==> src/rtl/systolic_ctrl_pkg_30.sv <==
// systolic_ctrl_pkg_30
//   Shared definitions for the 4x4 systolic tile sequencer:
//   - state_e     : sequencer states (LOAD, CLEAR, RUN, UNLOAD)
//   - BEAT_*      : load-stream beat numbers (A rows on beats 0-3, B rows on beats 4-7)
//   - elem_lsb()  : LSB of element [r][c] in a flat 4x4 operand/result bus
package systolic_ctrl_pkg_30;

  typedef enum logic [1:0] {
    ST_LOAD   = 2'd0,
    ST_CLEAR  = 2'd1,
    ST_RUN    = 2'd2,
    ST_UNLOAD = 2'd3
  } state_e;

  localparam logic [2:0] BEAT_A0   = 3'd0;  // first A row beat
  localparam logic [2:0] BEAT_B0   = 3'd4;  // first B row beat
  localparam logic [2:0] BEAT_LAST = 3'd7;  // last beat of a tile pair

  // Element [r][c] of a 4x4 tile of n-bit words sits at bits [(4r+c)*n +: n].
  function automatic int elem_lsb(input int r, input int c, input int n);
    return (4 * r + c) * n;
  endfunction

endpackage

==> src/rtl/systolic_tile_buf_30.sv <==
// systolic_tile_buf_30
//   Operand and result storage for one systolic job.
//   Ports:
//     clk_30, reset_30        clock, asynchronous active-high reset
//     wr_en_i                 write one tile row from the load stream
//     wr_beat_i               beat number 0-7 (0-3 -> A rows, 4-7 -> B rows)
//     wr_data_i  [4N]         row data, lane c -> column c
//     cap_en_i                capture the full 4x4 result tile
//     cap_data_i [16N]        result tile from the array
//     rd_row_i   [2]          result row to present
//     a_o, b_o   [16N]        held A/B operands driven to the array
//     rd_data_o  [4N]         selected result row
module systolic_tile_buf_30
  import systolic_ctrl_pkg_30::*;
#(
  parameter int N = 16
) (
  input  logic            clk_30,
  input  logic            reset_30,
  input  logic            wr_en_i,
  input  logic [2:0]      wr_beat_i,
  input  logic [4*N-1:0]  wr_data_i,
  input  logic            cap_en_i,
  input  logic [16*N-1:0] cap_data_i,
  input  logic [1:0]      rd_row_i,
  output logic [16*N-1:0] a_o,
  output logic [16*N-1:0] b_o,
  output logic [4*N-1:0]  rd_data_o
);

  logic [16*N-1:0] a_q;
  logic [16*N-1:0] b_q;
  logic [16*N-1:0] z_q;
  logic [1:0]      wr_row;

  // Four rows per tile, so the low two beat bits give the row in either tile.
  assign wr_row = wr_beat_i[1:0];

  // NOTE: storage is reset because the array sees arr_a/arr_b directly and
  // the result bus must read as zero before the first capture.
  always_ff @(posedge clk_30 or posedge reset_30) begin
    if (reset_30) begin
      // NOTE: sequential state uses non-blocking assignments so every
      // register samples the pre-edge values of its neighbours.
      a_q <= '0;
      b_q <= '0;
      z_q <= '0;
    end else begin
      if (wr_en_i) begin
        for (int c = 0; c < 4; c++) begin
          if (wr_beat_i >= BEAT_B0) begin
            b_q[elem_lsb(int'(wr_row), c, N) +: N] <= wr_data_i[c*N +: N];
          end else begin
            a_q[elem_lsb(int'(wr_row), c, N) +: N] <= wr_data_i[c*N +: N];
          end
        end
      end
      if (cap_en_i) begin
        z_q <= cap_data_i;
      end
    end
  end

  assign a_o       = a_q;
  assign b_o       = b_q;
  // Row r occupies the contiguous slice starting at element [r][0].
  assign rd_data_o = z_q[elem_lsb(int'(rd_row_i), 0, N) +: 4*N];

endmodule

==> src/rtl/systolic_tile_ctrl_30.sv <==
// systolic_tile_ctrl_30
//   Job sequencer for the 4x4 floating-point systolic MAC array: loads an
//   A and B tile from an 8-beat stream, pulses the array clear, waits for
//   the array result (ignoring stale valid for MIN_WAIT cycles, aborting
//   after TIMEOUT cycles) and returns the 16 results as 4 row beats.
//   Ports:
//     clk_30, reset_30                  clock, asynchronous active-high reset
//     in_valid/in_ready/in_data         load stream (4N per beat)
//     arr_a, arr_b                      operand buses to the array (16N each)
//     arr_clr                           one-cycle clear pulse per job
//     arr_z, arr_valid                  array results and result valid
//     out_valid/out_ready/out_data      result row stream (4N per beat)
//     out_row, out_last                 row index of out_data, last-row flag
//     busy                              job in progress
//     err_timeout                       sticky abort flag
//     jobs_done                         wrapping completed-job counter
module systolic_tile_ctrl_30
  import systolic_ctrl_pkg_30::*;
#(
  parameter int N        = 16,
  parameter int MIN_WAIT = 3,
  parameter int TIMEOUT  = 64
) (
  input  logic            clk_30,
  input  logic            reset_30,
  input  logic            in_valid,
  output logic            in_ready,
  input  logic [4*N-1:0]  in_data,
  output logic [16*N-1:0] arr_a,
  output logic [16*N-1:0] arr_b,
  output logic            arr_clr,
  input  logic [16*N-1:0] arr_z,
  input  logic            arr_valid,
  output logic            out_valid,
  input  logic            out_ready,
  output logic [4*N-1:0]  out_data,
  output logic [1:0]      out_row,
  output logic            out_last,
  output logic            busy,
  output logic            err_timeout,
  output logic [7:0]      jobs_done
);

  // Wait counter only needs to reach TIMEOUT-1.
  localparam int WW = $clog2(TIMEOUT);

  state_e        state_q, state_d;
  logic [2:0]    beat_q,  beat_d;
  logic [WW-1:0] wait_q,  wait_d;
  logic [1:0]    row_q,   row_d;
  logic          err_q,   err_d;
  logic [7:0]    jobs_q,  jobs_d;
  logic          load_en;
  logic          cap_en;

  always_ff @(posedge clk_30 or posedge reset_30) begin
    if (reset_30) begin
      state_q <= ST_LOAD;
      beat_q  <= '0;
      wait_q  <= '0;
      row_q   <= '0;
      err_q   <= 1'b0;
      jobs_q  <= '0;
    end else begin
      state_q <= state_d;
      beat_q  <= beat_d;
      wait_q  <= wait_d;
      row_q   <= row_d;
      err_q   <= err_d;
      jobs_q  <= jobs_d;
    end
  end

  always_comb begin
    // NOTE: every signal written here gets a default first, so no path
    // leaves one unassigned and no latch is inferred.
    state_d = state_q;
    beat_d  = beat_q;
    wait_d  = wait_q;
    row_d   = row_q;
    err_d   = err_q;
    jobs_d  = jobs_q;
    load_en = 1'b0;
    cap_en  = 1'b0;

    case (state_q)
      ST_LOAD: begin
        if (in_valid) begin
          load_en = 1'b1;
          beat_d  = beat_q + 3'd1;
          if (beat_q == BEAT_LAST) begin
            beat_d  = '0;
            state_d = ST_CLEAR;
          end
        end
      end

      ST_CLEAR: begin
        wait_d  = '0;
        state_d = ST_RUN;
      end

      ST_RUN: begin
        wait_d = wait_q + WW'(1);
        // The first MIN_WAIT cycles may still show valid from the previous job.
        if (arr_valid && (wait_q >= WW'(MIN_WAIT))) begin
          cap_en  = 1'b1;
          row_d   = '0;
          state_d = ST_UNLOAD;
        end else if (wait_q == WW'(TIMEOUT - 1)) begin
          err_d   = 1'b1;
          beat_d  = '0;
          state_d = ST_LOAD;
        end
      end

      ST_UNLOAD: begin
        if (out_ready) begin
          row_d = row_q + 2'd1;
          if (row_q == 2'd3) begin
            jobs_d  = jobs_q + 8'd1;
            beat_d  = '0;
            state_d = ST_LOAD;
          end
        end
      end

      default: begin
        state_d = ST_LOAD;
      end
    endcase
  end

  systolic_tile_buf_30 #(
    .N (N)
  ) u_buf (
    .clk_30     (clk_30),
    .reset_30   (reset_30),
    .wr_en_i    (load_en),
    .wr_beat_i  (beat_q),
    .wr_data_i  (in_data),
    .cap_en_i   (cap_en),
    .cap_data_i (arr_z),
    .rd_row_i   (row_q),
    .a_o        (arr_a),
    .b_o        (arr_b),
    .rd_data_o  (out_data)
  );

  // All outputs decode registered state only.
  assign in_ready    = (state_q == ST_LOAD);
  assign arr_clr     = (state_q == ST_CLEAR);
  assign out_valid   = (state_q == ST_UNLOAD);
  assign out_row     = row_q;
  // row_q returns to 0 whenever UNLOAD is left, so this is low outside UNLOAD.
  assign out_last    = (row_q == 2'd3);
  assign busy        = (state_q != ST_LOAD) || (beat_q != 3'd0);
  assign err_timeout = err_q;
  assign jobs_done   = jobs_q;

endmodule

==> config.mk <==
export PLATFORM = sky130hd
export DESIGN_NAME = systolic_tile_ctrl_30
export DESIGN_NICKNAME = d
export VERILOG_FILES = /design/src/rtl/systolic_ctrl_pkg_30.sv /design/src/rtl/systolic_tile_buf_30.sv /design/src/rtl/systolic_tile_ctrl_30.sv
export SDC_FILE = /design/constraint.sdc
export NUM_CORES = 1
export LEC_CHECK = 0
export BUFFER_PORTS_ARGS = -buffer_cell sky130_fd_sc_hd__buf_4
export CORE_AREA = 2 2 357 359
export CTS_BUF_LIST = sky130_fd_sc_hd__clkbuf_8
export DETAILED_ROUTE_END_ITERATION = 12
export DIE_AREA = 0 0 359 361
export PLACE_DENSITY = 0.46
export SETUP_SLACK_MARGIN = 0.15
export SLEW_MARGIN = 20
export SYNTH_ARGS = -nofsm -noshare
export SYNTH_HDL_FRONTEND = slang
export SYNTH_SLANG_ARGS = --single-unit
export TNS_END_PERCENT = 20
==> constraint.sdc <==
create_clock -name clk_30 -period 37.2 [get_ports clk_30]
set_input_delay 1.86 -clock clk_30 [delete_from_list [all_inputs] [get_ports clk_30]]
set_output_delay 1.86 -clock clk_30 [all_outputs]
set_load 0.005 [all_outputs]
==> results.cfg <==
[run_status]
status = complete, no violations

[drt]
drc = 0
postRouteAntennaNets = 0
wire_per_inst_um = 23.8
dr.pass1.iters = 5
via_per_inst = 4.46
vias = 23800
drtIter0Drc = 1359
drt-total-wl_mm = 127

[cells_and_area]
final_core_util_pct = 34.2
stdcell_area_sq_mm = 0.0429
nets = 3904
drive_above_1_share_pct = 40.4
syn2layout_area_growth_pct = 35.7
nFillCells = 12800

[worst_setup_path]
cp_top_family = buffers and inverters
worst_ep_required_time_ns = 35.34
endpoint_kind = output pin
crit_type = register to output pin
slowest_delay_ns = 0.88
cp_slowest_cell = dfrtp_4
cp-start-kind = register
path_max_fanout = 36
path_buf_inv = 2
path_common_cell = buf_4
path_cells = buf_4, mux4_2, buf_4
arrival_ns = 3.41

[timing]
slew_violations = 0
fmax_mhz = 190
setup_viol = 0
fin_skew_ns = 0.0384
relSlewSlack_pct = 26.8
setup_tns_ns = 0
period_minus_slack_ns = 5.27
min_period_over_period_pct = 14.2
worstMarginPinSlew_ns = 1.09
rsz0062_at_grt = no
finalHoldViolations = 0

[die]
start_util_pct = 25.2
die_w_um = 359
die_area_sq_mm = 0.130
fp-row-count = 130
pin_count = 917
coreArea_sq_mm = 0.125
die_h_um = 361

[global_routing]
grt_overflow_total = 0
grt_pass1_vias = 24400
track_usage_pct = 19.3
grt_pass1_wl_mm = 182
grt_max_degree = 141
antenna_found_initial = 5

[placement]
hpwl_mm = 91.8
port_buffers = 916
placed_area_sq_mm = 0.0400
place.gp.congestion = 0.810

[power]
ir_drop_mv = 0.0399
powerDensity_mw_per_mm2 = 71.6
p_leak_nw = 21.5

[clock_tree]
cts_hold_buffers = 0
cts_tree = done
worstSkewPairLatency_ns = 0.87
path_clk_slew_ns = 0.06
cts_setup_buffers = 0
cts-root-buf = clkbuf_8
cts_resized = 0
htreeDepth = 4
clockBufferDepth = 3
cts_buffers = 150
clock-sinks = 790

[yosys]
synth_cell_types = 44
synth.yosys.seq_area_share_pct = 62.5
synthCells = 2638
yosys-top-cells-area = dfrtp_1 63%, mux2_2 8.4%, nand2_1 8.2%, o21ai_0 6.6%, mux4_2 4.6%
synth_flop_cell = dfrtp_1
synth-edff-count = 0
ys_ff_latch = 790
synth_top_area_share_pct = 62.5
synth_area_leader_cell = dfrtp_1
synth_common_cells = 790 x dfrtp_1, 687 x nand2_1, 420 x o21ai_0
yosysMostFrequentCell = dfrtp_1
netlist_area_sq_mm = 0.0316
synth-warning-count = 0
async_flop_share_pct = 100
avgSynthCellArea_sq_um = 12.0
synth_fp_nets = 2980

[min_path]
hold_path.class = register to register

[run]
maxCapViolations = 0
## area by class of cell
type | count | area, sq um | share of cell area (%)
diodes | 6 | 15.0 | 0.0350
clock buffers | 182 | 2500 | 5.84
clock inverters | 84 | 432 | 1.01
inverters | 11 | 48.8 | 0.114
multi-input cells | 1654 | 10900 | 25.3
flip-flops and latches | 790 | 19800 | 46.1
well taps | 1650 | 2060 | 4.81
repair buffers | 955 | 7200 | 16.8
## worst min-delay path, stage by stage, from the launching register on
cell and delay (ns):
dfrtp_1 0.34, nand2_1 0.05, o31ai_1 0.05
## flip-flops by register name (all words and copies together) (netlist names)
| name | flops |
|---|---|
| beat_q | 3 |
| u_buf.b_o | 256 |
| err_timeout | 1 |
| jobs_done | 8 |
| u_buf.a_o | 256 |
| wait_q | 6 |
| out_row | 2 |
| state_q | 2 |
| u_buf.z_q | 256 |
## metrics by stage
stage | total power, W | cells | hold slack (ns) | setup WS [ns]
floorplan | 0.00159 | 2638 | 0.459 | 13.16
global placement | 0.00225 | 5059 | 0.462 | 30.99
detailed placement | 0.00226 | 5060 | 0.467 | 31.03
CTS | 0.00313 | 5326 | 0.479 | 31.63
global route | 0.00327 | 5330 | 0.491 | 31.61
finish | 0.00307 | 5332 | 0.476 | 31.93
## report_power, final
group          internal [W]  leakage [nW]  switching (W)  total [W]
Clock              0.000450          1.73       0.000398   0.000849
Combinational      0.000433          8.92       0.000560   0.000993
Sequential          0.00109          10.8       0.000145    0.00123
Total               0.00197          21.5        0.00110    0.00307
## per-layer routing
metal,part of all wire (%),track usage (%),routed length [um]
met1,39,21.9,49100
met2,50,33.0,63400
met3,8.5,7.78,10800
met4,2.9,5.94,3630
met5,0.010,0,13
## worst paths after layout
| path | startpoint | cells after the start | slack [ns] | to |
|---|---|---|---|---|
| worst min register to register | u_buf.b_o[135]$_DFFE_PP0P_ | 2 | 0.48 | u_buf.b_o[135]$_DFFE_PP0P_ |
| worst min-delay path | u_buf.b_o[135]$_DFFE_PP0P_ | 2 | 0.48 | u_buf.b_o[135]$_DFFE_PP0P_ |
| worst max register to register | wait_q[2]$_DFFE_PP0P_ | 6 | 33.23 | u_buf.z_q[70]$_DFFE_PP0P_ |
| max in group asynchronous | reset_30 | 6 | 32.24 | u_buf.a_o[185]$_DFFE_PP0P_ |
| worst max-delay path | out_row[0]$_DFFE_PP0P_ | 3 | 31.93 | out_data[52] |
| min in group asynchronous | reset_30 | 2 | 1.25 | u_buf.z_q[147]$_DFFE_PP0P_ |
## cells by family (layout without fill, tap and decap cells)
kind of cell | count (synthesis) | count (layout) | share of synthesized area [%]
other | 0 | 6 | 0
buffers and inverters | 194 | 1232 | 3.47
adders and majority gates | 17 | 17 | 0.673
AOI/OAI and AO/OA | 536 | 536 | 9.57
DFF | 790 | 790 | 62.5
and+or+nand+nor | 770 | 770 | 9.77
muxes | 324 | 324 | 13.8
xor gates and xnor gates | 7 | 7 | 0.194
## layout by cell type, fill, tap and decap left out, drive strengths merged, types with 16 or more instances in the layout
cell type,synthesis,final
nand2b,17,17
o21ai,420,420
o31ai,67,67
mux4,64,64
buf,56,955
mux2,258,258
nand3b,16,16
a22o,33,33
nand3,19,19
inv,11,79
dfrtp,790,790
clkbuf,127,182
nand2,687,687
ha,17,17
No activity file was read; power rests on OpenSTA's default activity.
